[config.mk]
export PLATFORM = sky130hd
export DESIGN_NAME = ps2_text_writer_flat
export DESIGN_NICKNAME = d
export VERILOG_FILES = /design/src/rtl/ps2_text_pkg.sv /design/src/rtl/ps2_text_writer_if.sv /design/src/rtl/ps2_scan2ascii.sv /design/src/rtl/ps2_text_writer.sv /design/src/flat_wrapper.sv
export SDC_FILE = /design/constraint.sdc
export NUM_CORES = 1
export LEC_CHECK = 0
export ABC_AREA = 1
export CAP_MARGIN = 20
export CORE_AREA = 5 5 91 93
export DETAILED_ROUTE_END_ITERATION = 10
export DIE_AREA = 0 0 96 98
export PLACE_DENSITY_LB_ADDON = 0.12
export REMOVE_ABC_BUFFERS = 1
export SKIP_CTS_REPAIR_TIMING = 1
export SLEW_MARGIN = 25
export SYNTH_ARGS = -nofsm -noshare
export SYNTH_HDL_FRONTEND = slang
export SYNTH_SLANG_ARGS = --single-unit
[constraint.sdc]
create_clock -name CLK_50M -period 5.3 [get_ports CLK_50M]
set_clock_uncertainty 0.1 [all_clocks]
set_input_delay 1.06 -clock CLK_50M [delete_from_list [all_inputs] [get_ports CLK_50M]]
set_output_delay 1.06 -clock CLK_50M [all_outputs]
set_load 0.02 [all_outputs]
[src/rtl/ps2_text_pkg.sv]
// Shared scan-code constants and FSM state encoding for the PS/2 text writer.
package ps2_text_pkg;

    localparam logic [7:0] SC_BREAK    = 8'hF0;
    localparam logic [7:0] SC_EXT      = 8'hE0;
    localparam logic [7:0] SC_BKSP     = 8'h66;
    localparam logic [7:0] SC_ENTER    = 8'h5A;
    localparam logic [7:0] SC_LSHIFT   = 8'h12;
    localparam logic [7:0] SC_RSHIFT   = 8'h59;
    localparam logic [7:0] ASCII_SPACE = 8'h20;

    typedef enum logic [1:0] {
        S_MAKE,
        S_BREAK,
        S_EXT,
        S_EXT_BREAK
    } ps2_state_t;

    function automatic logic is_shift_code(input logic [7:0] code);
        return (code == SC_LSHIFT) || (code == SC_RSHIFT);
    endfunction

endpackage

[src/rtl/ps2_text_writer_if.sv]
// Scan-code input strobe and text-RAM write port of the PS/2 text writer.
interface ps2_text_writer_if #(
    parameter int ADDR_W = 13
);
    logic              code_valid;
    logic [7:0]        code;
    logic [ADDR_W-1:0] mem_addr;
    logic              mem_we;
    logic [7:0]        mem_data;
    logic [ADDR_W-1:0] cursor_addr;

    modport master (
        output code_valid, code,
        input  mem_addr, mem_we, mem_data, cursor_addr
    );

    modport slave (
        input  code_valid, code,
        output mem_addr, mem_we, mem_data, cursor_addr
    );
endinterface

[src/rtl/ps2_scan2ascii.sv]
// Combinational PS/2 set-2 scan code to ASCII lookup; returns 0x00 for unmapped codes.
module ps2_scan2ascii (
    input  logic [7:0] i_code,
    input  logic       i_shift,
    output logic [7:0] o_ascii
);

    always_comb begin
        o_ascii = 8'h00;
        case (i_code)
            8'h1C: o_ascii = 8'h61;
            8'h32: o_ascii = 8'h62;
            8'h21: o_ascii = 8'h63;
            8'h23: o_ascii = 8'h64;
            8'h24: o_ascii = 8'h65;
            8'h2B: o_ascii = 8'h66;
            8'h34: o_ascii = 8'h67;
            8'h33: o_ascii = 8'h68;
            8'h43: o_ascii = 8'h69;
            8'h3B: o_ascii = 8'h6A;
            8'h42: o_ascii = 8'h6B;
            8'h4B: o_ascii = 8'h6C;
            8'h3A: o_ascii = 8'h6D;
            8'h31: o_ascii = 8'h6E;
            8'h44: o_ascii = 8'h6F;
            8'h4D: o_ascii = 8'h70;
            8'h15: o_ascii = 8'h71;
            8'h2D: o_ascii = 8'h72;
            8'h1B: o_ascii = 8'h73;
            8'h2C: o_ascii = 8'h74;
            8'h3C: o_ascii = 8'h75;
            8'h2A: o_ascii = 8'h76;
            8'h1D: o_ascii = 8'h77;
            8'h22: o_ascii = 8'h78;
            8'h35: o_ascii = 8'h79;
            8'h1A: o_ascii = 8'h7A;
            8'h45: o_ascii = i_shift ? 8'h29 : 8'h30;
            8'h16: o_ascii = i_shift ? 8'h21 : 8'h31;
            8'h1E: o_ascii = i_shift ? 8'h40 : 8'h32;
            8'h26: o_ascii = i_shift ? 8'h23 : 8'h33;
            8'h25: o_ascii = i_shift ? 8'h24 : 8'h34;
            8'h2E: o_ascii = i_shift ? 8'h25 : 8'h35;
            8'h36: o_ascii = i_shift ? 8'h5E : 8'h36;
            8'h3D: o_ascii = i_shift ? 8'h26 : 8'h37;
            8'h3E: o_ascii = i_shift ? 8'h2A : 8'h38;
            8'h46: o_ascii = i_shift ? 8'h28 : 8'h39;
            8'h29: o_ascii = 8'h20;
            8'h41: o_ascii = 8'h2C;
            8'h49: o_ascii = 8'h2E;
            8'h4E: o_ascii = 8'h2D;
            8'h55: o_ascii = 8'h3D;
            default: o_ascii = 8'h00;
        endcase
        // Lower-case letters sit at 0x61..0x7A; clearing bit 5 gives upper case.
        if (i_shift && (o_ascii >= 8'h61) && (o_ascii <= 8'h7A)) begin
            o_ascii = o_ascii & 8'hDF;
        end
    end

endmodule

[src/rtl/ps2_text_writer.sv]
// PS/2 scan codes to VGA text-RAM writes with cursor, backspace, enter and wrap-around.
// Optional shift-key support is enabled by defining PS2_TEXT_SHIFT_EN.
//
// state       | meaning
// S_MAKE      | idle; next code is a make code or a prefix
// S_BREAK     | F0 seen; next code is a released key
// S_EXT       | E0 seen; extended key, ignored
// S_EXT_BREAK | E0 F0 seen; extended key release, ignored
module ps2_text_writer
    import ps2_text_pkg::*;
#(
    parameter int COLS   = 80,
    parameter int ROWS   = 30,
    parameter int ADDR_W = 13
) (
    input  logic              CLK_50M,
    input  logic              RESET,
    ps2_text_writer_if.slave  bus
);

    localparam int                N        = COLS * ROWS;
    localparam int                COL_W    = (COLS > 1) ? $clog2(COLS) : 1;
    localparam logic [ADDR_W-1:0] ROW_STEP = ADDR_W'(COLS);
    localparam logic [ADDR_W-1:0] LAST_ROW = ADDR_W'(N - COLS);
    localparam logic [COL_W-1:0]  COL_LAST = COL_W'(COLS - 1);

    ps2_state_t        r_state;
    ps2_state_t        w_state_next;
    logic [ADDR_W-1:0] r_row_start;
    logic [ADDR_W-1:0] w_row_next;
    logic [ADDR_W-1:0] w_row_inc;
    logic [COL_W-1:0]  r_col;
    logic [COL_W-1:0]  w_col_next;
    logic [ADDR_W-1:0] r_cursor;
    logic [ADDR_W-1:0] r_mem_addr;
    logic [ADDR_W-1:0] w_waddr;
    logic              r_mem_we;
    logic              w_we;
    logic [7:0]        r_mem_data;
    logic [7:0]        w_wdata;
    logic [7:0]        w_ascii;
    logic              w_shift;
    logic              w_is_shift;

`ifdef PS2_TEXT_SHIFT_EN
    logic r_shift;

    always_ff @(posedge CLK_50M) begin
        if (RESET) begin
            r_shift <= 1'b0;
        end else if (bus.code_valid && w_is_shift) begin
            if (r_state == S_MAKE) begin
                r_shift <= 1'b1;
            end else if (r_state == S_BREAK) begin
                r_shift <= 1'b0;
            end
        end
    end

    assign w_shift    = r_shift;
    assign w_is_shift = is_shift_code(bus.code);
`else
    assign w_shift    = 1'b0;
    assign w_is_shift = 1'b0;
`endif

    ps2_scan2ascii u_scan2ascii (
        .i_code  (bus.code),
        .i_shift (w_shift),
        .o_ascii (w_ascii)
    );

    assign w_row_inc = (r_row_start == LAST_ROW) ? '0 : r_row_start + ROW_STEP;

    always_ff @(posedge CLK_50M) begin
        if (RESET) begin
            r_state     <= S_MAKE;
            r_row_start <= '0;
            r_col       <= '0;
            r_cursor    <= '0;
            r_mem_addr  <= '0;
            r_mem_we    <= 1'b0;
            r_mem_data  <= 8'h00;
        end else begin
            r_state     <= w_state_next;
            r_row_start <= w_row_next;
            r_col       <= w_col_next;
            r_cursor    <= w_row_next + ADDR_W'(w_col_next);
            r_mem_addr  <= w_waddr;
            r_mem_we    <= w_we;
            r_mem_data  <= w_wdata;
        end
    end

    always_comb begin
        w_state_next = r_state;
        w_row_next   = r_row_start;
        w_col_next   = r_col;
        w_we         = 1'b0;
        w_waddr      = r_mem_addr;
        w_wdata      = r_mem_data;
        if (bus.code_valid) begin
            case (r_state)
                S_MAKE: begin
                    if (bus.code == SC_BREAK) begin
                        w_state_next = S_BREAK;
                    end else if (bus.code == SC_EXT) begin
                        w_state_next = S_EXT;
                    end else if (bus.code == SC_BKSP) begin
                        w_we    = 1'b1;
                        w_wdata = ASCII_SPACE;
                        // Backspace at cell 0 blanks it but the cursor stays put.
                        if (r_cursor == '0) begin
                            w_waddr = '0;
                        end else if (r_col == '0) begin
                            w_col_next = COL_LAST;
                            w_row_next = r_row_start - ROW_STEP;
                            w_waddr    = r_cursor - ADDR_W'(1);
                        end else begin
                            w_col_next = r_col - COL_W'(1);
                            w_waddr    = r_cursor - ADDR_W'(1);
                        end
                    end else if (bus.code == SC_ENTER) begin
                        w_col_next = '0;
                        w_row_next = w_row_inc;
                    end else if (w_is_shift) begin
                        w_we = 1'b0;
                    end else if (w_ascii != 8'h00) begin
                        w_we    = 1'b1;
                        w_waddr = r_cursor;
                        w_wdata = w_ascii;
                        if (r_col == COL_LAST) begin
                            w_col_next = '0;
                            w_row_next = w_row_inc;
                        end else begin
                            w_col_next = r_col + COL_W'(1);
                        end
                    end
                end
                S_BREAK: w_state_next = S_MAKE;
                S_EXT: w_state_next = (bus.code == SC_BREAK) ? S_EXT_BREAK : S_MAKE;
                S_EXT_BREAK: w_state_next = S_MAKE;
                default: w_state_next = S_MAKE;
            endcase
        end
    end

    assign bus.mem_addr    = r_mem_addr;
    assign bus.mem_we      = r_mem_we;
    assign bus.mem_data    = r_mem_data;
    assign bus.cursor_addr = r_cursor;

endmodule

[src/flat_wrapper.sv]
// flat-port wrapper written by rule: the top's interface ports become plain ports
module ps2_text_writer_flat import ps2_text_pkg::*;
#(
    parameter int COLS   = 80,
    parameter int ROWS   = 30,
    parameter int ADDR_W = 13
)
  (CLK_50M, RESET, bus_code_valid, bus_code, bus_mem_addr, bus_mem_we, bus_mem_data, bus_cursor_addr);
  ps2_text_writer_if #(.ADDR_W(ADDR_W)) bus_i ();
  input  logic CLK_50M;
  input  logic RESET;
  input wire logic [$bits(bus_i.code_valid)-1:0] bus_code_valid;
  input wire logic [$bits(bus_i.code)-1:0] bus_code;
  output wire logic [$bits(bus_i.mem_addr)-1:0] bus_mem_addr;
  output wire logic [$bits(bus_i.mem_we)-1:0] bus_mem_we;
  output wire logic [$bits(bus_i.mem_data)-1:0] bus_mem_data;
  output wire logic [$bits(bus_i.cursor_addr)-1:0] bus_cursor_addr;
  assign bus_i.code_valid = bus_code_valid;
  assign bus_i.code = bus_code;
  assign bus_mem_addr = bus_i.mem_addr;
  assign bus_mem_we = bus_i.mem_we;
  assign bus_mem_data = bus_i.mem_data;
  assign bus_cursor_addr = bus_i.cursor_addr;
  ps2_text_writer #(.COLS(COLS), .ROWS(ROWS), .ADDR_W(ADDR_W)) u_core (.CLK_50M(CLK_50M), .RESET(RESET), .bus(bus_i));
endmodule
Word level (Yosys, flattened, before mapping)
Cells that the tools add are included.
{"block": "totals", "ff_bits": 57, "word_cells": 114, "out_inout_bits": 35}
{"block": "classes", "n_addsub": 6, "muxes": 36, "eq_ne": 52, "n_reduce_logical": 9, "n_bitwise": 4}
{"cell": "$pmux W7 S41", "n": 1}
{"cell": "$mux W13", "n": 15}
{"cell": "$eq A8 B6 Y1 const B", "n": 23}
{"cell": "$eq A8 B7 Y1 const B", "n": 13}
{"cell": "$mux W7", "n": 10}
{"cell": "$eq A8 B5 Y1 const B", "n": 7}
{"cell": "$mux W8", "n": 3}
{"cell": "$eq A8 B8 Y1 const B", "n": 2}
{"cell": "$add A13 B7 Y13", "n": 1}
{"cell": "$add A13 B7 Y13 const B", "n": 1}
{"cell": "$eq A13 B12 Y1 const B", "n": 1}
{"cell": "$logic_not A13 Y1", "n": 1}
{"cell": "$sub A13 B1 Y13 const B", "n": 1}
{"cell": "$sub A13 B7 Y13 const B", "n": 1}
{"cell": "$reduce_bool A8 Y1", "n": 1}
{"cell": "$add A7 B1 Y7 const B", "n": 1}
{"cell": "$eq A7 B7 Y1 const B", "n": 1}
{"cell": "$logic_not A7 Y1", "n": 1}
{"cell": "$sub A7 B1 Y7 const B", "n": 1}
{"cell": "$mux W2", "n": 3}
{"cell": "$pmux W2 S3", "n": 1}
{"cell": "$reduce_and A6 Y1", "n": 1}
{"cell": "$reduce_or A5 Y1", "n": 1}
{"cell": "$eq A2 B2 Y1 const B", "n": 2}
{"cell": "9 further kinds", "n": 14}

Longest topological paths before layout
{"block": "logic_depth", "depth_word": 11, "mapped_depth": 32, "ltp_nobuf": 32}

Hierarchy
From an unflattened synthesis, not the netlist that was laid out.
{"block": "hier_totals", "hier_cells": 767, "area_unflattened_um2": 4624.4}
{"module": "ps2_text_writer", "area_each_um2": 3858.7, "cells_per_inst": 600, "seq_area_each_um2": 1141.1, "instances": 1}
{"module": "ps2_scan2ascii", "area_each_um2": 765.7, "cells_per_inst": 167, "seq_area_each_um2": 0.0, "instances": 1}

Least setup slack after synthesis
OpenSTA, ideal clock, no wires.
{"block": "synth_path", "path_type": "input to register", "start": "input port bus_code[3]", "end": "register u_core.r_cursor[12] (netlist: u_core.bus.cursor_addr[12])", "stages": 29, "path_slack_ns": 1.122, "setup_ns": 0.115, "arrival_ns": 3.963, "cell_sequence": "inv_2 nand2_1 nor2_2 inv_2 nor3_4 inv_2 clkbuf_1 nor2_1 inv_1 o21ai_0 a21oi_1 a21oi_1 ha_1 fa_1 nand2_1 o21ai_0 nand2_1 inv_1 nor2_1 o21bai_1 nand2_1 inv_1 nor2_1 inv_1 nand2_2 nor2_4 nand3_1 nand2_1 nor2_1"}
{"block": "synth_between", "elab_chain_len": 11, "elab_cells_between_ends": 62}
{"item": "start: declaration", "line": "flat_wrapper.sv:13", "text": "input wire logic [$bits(bus_i.code)-1:0] bus_code;"}
{"item": "$eq A8 B7 Y1 (tied with other cells)", "line": "ps2_scan2ascii.sv:10", "text": "case (i_code)"}
{"item": "$pmux W7 S41", "line": "ps2_scan2ascii.sv:10"}
{"item": "$reduce_bool A8 Y1", "line": "ps2_text_writer.sv:128", "text": "end else if (w_ascii != 8'h00) begin"}
{"item": "$mux W7", "line": "ps2_text_writer.sv:128"}
{"item": "$mux W7", "line": "ps2_text_writer.sv:123", "text": "end else if (bus.code == SC_ENTER) begin"}
{"item": "$mux W7", "line": "ps2_text_writer.sv:109", "text": "end else if (bus.code == SC_BKSP) begin"}
{"item": "$mux W7", "line": "ps2_text_writer.sv:107", "text": "end else if (bus.code == SC_EXT) begin"}
{"item": "$mux W7 (*)", "line": "ps2_text_writer.sv:105", "text": "if (bus.code == SC_BREAK) begin"}
{"item": "$mux W7 (*)", "line": "ps2_text_writer.sv:103", "text": "case (r_state)"}
{"item": "$mux W7 (*)", "line": "ps2_text_writer.sv:102", "text": "if (bus.code_valid) begin"}
{"item": "via u_core.w_col_next[0]", "line": "ps2_text_writer.sv:33", "text": "logic [COL_W-1:0] w_col_next;"}
{"item": "$add A13 B7 Y13 (*)", "line": "ps2_text_writer.sv:88", "text": "r_cursor <= w_row_next + ADDR_W'(w_col_next);"}
{"item": "end signal: assignment", "line": "ps2_text_writer.sv:88"}
{"item": "end: declaration", "line": "ps2_text_writer.sv:34", "text": "logic [ADDR_W-1:0] r_cursor;"}
The timed path passes the listed nets; every way through them passes the cells marked *.
A chain may end at the register's enable or synchronous reset.

Worst setup path in the final report
{"block": "layout_path", "start": "input port bus_code[4]", "end": "register u_core.r_cursor[12] (netlist: u_core.bus.cursor_addr[12])"}
The elaborated chain is that of the path after synthesis.

==> results.json <==
{
  "ant_nets": 0,
  "io_buffers": 44,
  "setup_violations": 0,
  "rsz0062_at_grt": "no",
  "power-per-cell-area_nw_per_um2": 192.4,
  "h-tree-depth": 2,
  "reg2regPathDepth": 29,
  "cp_slowest_stage_delay_ns": 0.52,
  "async_reset_ff_share_pct": 0,
  "die-width_um": 96,
  "hold_start": "u_core.r_row_start[3]",
  "min_path_type": "flip-flop to flip-flop",
  "r2r_end": "u_core.bus.cursor_addr[12]",
  "place_congestion": 1.015,
  "layout_commonest_cell": "nand2_1",
  "power.leakage_nw": 2.182,
  "cap_violations": 0,
  "grt_pass1_wl_mm": 18.75,
  "final_nets": 735,
  "wirelength_met1_mm": 4.714,
  "yosysSeqAreaShare_pct": 27.43,
  "arrival_ns": 5.02,
  "cts_root_buf": "clkbuf_8",
  "synth_area_leaders": "dfxtp_1 (27%), nand2_1 (15%), nor2_1 (9.1%)",
  "synthCells": 674,
  "start_util_pct": 54.87,
  "wl_met2_mm": 5.539,
  "diodes": 0,
  "worstPathMaxFanout": 9,
  "layout_common_cells": "nand2_1 (158), nor2_1 (98), inv_1 (83)",
  "worst_slack_ns": 0.3953,
  "required_ns": 5.41,
  "grt_pass1_vias": 4090,
  "hold_violations": 0,
  "ys_seq_elements": 56,
  "ys_warn_count": 0,
  "drc_errors": 0,
  "die_area_sq_um": 9408,
  "vdd.ir_drop.worst_uv": 117.0,
  "rrSetupSlack_ns": 1.46,
  "synth_edf_count": 0,
  "start_kind": "input port",
  "num_rows": 32,
  "slew_headroom_pct": 55.61,
  "fill_cells": 711,
  "globalRouteTotalUtil_pct": 24.85,
  "gr-total-overflow": 0,
  "synth_top_area_share_pct": 27.43,
  "yosys.cell_types.count": 41,
  "finalMaxSlewViolations": 0,
  "vias_per_cell": 5.485,
  "dr.pass1.iters": 5,
  "grt_max_degree": 35,
  "endpoint_kind": "flip-flop",
  "hpwl_mm": 9.006,
  "drt_iter0_markers": 196,
  "run_status": "completed",
  "die_h_um": 98,
  "fmax_ghz": 0.2039,
  "worstHoldEndpoint": "u_core.r_row_start[3]",
  "r2r_start": "u_core.bus.cursor_addr[0]",
  "num_io_pins": 46,
  "routed_wl_mm": 11.42,
  "hold_depth": 2,
  "syn_area_sq_um": 4086,
  "worstSetupPathType": "input port to flip-flop",
  "cts_sinks": 56,
  "clockBufferDepth": 2,
  "cts_made_buffers": 5,
  "fin_crit_sh_pct": 92.54,
  "antenna_found_initial": 0,
  "tightest_slew_ns": 0.6651,
  "pre_cts_slack_ns": 0.02084,
  "maxUsedRoutingLayer": "met4",
  "path_clk_slew_ns": 0.10,
  "fin_tns_setup_ns": 0,
  "coreArea_sq_um": 7447,
  "area_growth_pct": 15.19,
  "cpMostUsedCell": "nand2_1",
  "fin_crit_ns": 4.905,
  "dr_total_vias": 4459,
  "clk_latency_ns": 0.31,
  "critPathSlowestCell": "clkdlybuf4s50_1",
  "wl_met3_um": 646,
  "postSynthAreaPerCell_sq_um": 6.063,
  "wl_per_cell_um": 14.05,
  "cts_tree": "yes",
  "drive_gt1_share_pct": 7.595,
  "yosysTopAreaCell": "dfxtp_1",
  "ys.flop_type": "dfxtp_1"
}
[registers in the layout, summed over array words and instances (netlist names)]
| signal | cells |
|---|---|
| u_core.bus.cursor_addr | 13 |
| u_core.bus.mem_addr | 13 |
| u_core.bus.mem_data | 7 |
| u_core.bus.mem_we | 1 |
| u_core.r_col | 7 |
| u_core.r_row_start | 13 |
| u_core.r_state | 2 |
[logic make-up (layout without fill, tap and decap cells)]
logic type	after synthesis	in the layout	synth area share [%]
buffers and inverters	116	153	11.02
AOI/OAI and AO/OA	115	115	15.62
xor gates and xnor gates	6	6	1.286
other	1	1	0.09177
adders and majority gates	14	14	4.470
DFF	56	56	27.43
and+or+nand+nor	366	366	40.08
[power breakdown]
group / leakage (nW) / internal, W / switching, W
combinational: 1.68 / 0.0000745 / 0.000143
sequential: 0.453 / 0.000436 / 0.0000135
clock: 0.0445 / 0.0000942 / 0.000145
total: 2.18 / 0.000604 / 0.000301
[worst max-delay path: cells and delay by family]
family | cells | cell delay, ns
simple gates | 16 | 1.61
buf+inv | 6 | 0.96
compound gates | 6 | 0.72
fa+ha+maj | 2 | 0.65
[how the worst max path moves through the flow]
stage,from,depth (start not counted),slack [ns],endpoint
6_report,bus_code[4],30,0.40,u_core.bus.cursor_addr[12]
5_1_grt,bus_code[4],30,0.005,u_core.bus.cursor_addr[12]
4_1_cts,bus_code[6],29,0.33,u_core.bus.cursor_addr[12]
3_5_place_dp,bus_code[6],30,0.02,u_core.bus.cursor_addr[12]
3_3_place_gp,bus_code[6],30,0.16,u_core.bus.cursor_addr[12]
2_1_floorplan,bus_code[3],25,0.68,u_core.bus.cursor_addr[12]
[synthesized netlist by cell type (7+ instances only)]
master,n
nand2_2,8
nor2_2,8
ha_1,13
dfxtp_1,56
clkbuf_1,11
o21ai_0,40
nand4_1,17
inv_1,83
nand2_1,158
a21oi_1,48
nor3_1,12
nand3_1,44
inv_2,13
a211oi_1,7
nor2_1,99
[area by class of cell]
cell class,instances,area (sq um),share of cell area [%]
multi-input cells,502,2517,53.48
flip-flops and latches,56,1121,23.82
repair buffers,49,490.5,10.42
inverters,96,360.3,7.656
well taps,102,127.6,2.711
clock buffers,5,68.82,1.462
clock inverters,3,21.27,0.4519
[metal layers]
| layer | global-route usage, % | up-vias |
|---|---|---|
| met4 | 11.82 | 0 |
| met3 | 3.390 | 37 |
| li1 | - | 2262 |
| met2 | 42.64 | 162 |
| met5 | 0 | - |
| met1 | 29.96 | 1998 |
[stage by stage]
step / power (W) / cell area [sq um] / hold WS, ns / instances / util (%)
after floorplan: 0.0005906 / 3996 / 0.3201 / 654 / -
after global placement: 0.0006677 / 4614 / 0.3367 / 805 / 61.96
after detailed placement: 0.0006707 / 4614 / 0.3365 / 805 / 61.96
after CTS: 0.0009090 / 4705 / 0.3526 / 813 / 63.17
after global routing: 0.0009540 / 4707 / 0.3629 / 813 / 63.21
final: 0.0009058 / 4707 / 0.3552 / 813 / 63.21
Note: power is estimated with default switching activity, not from simulation.
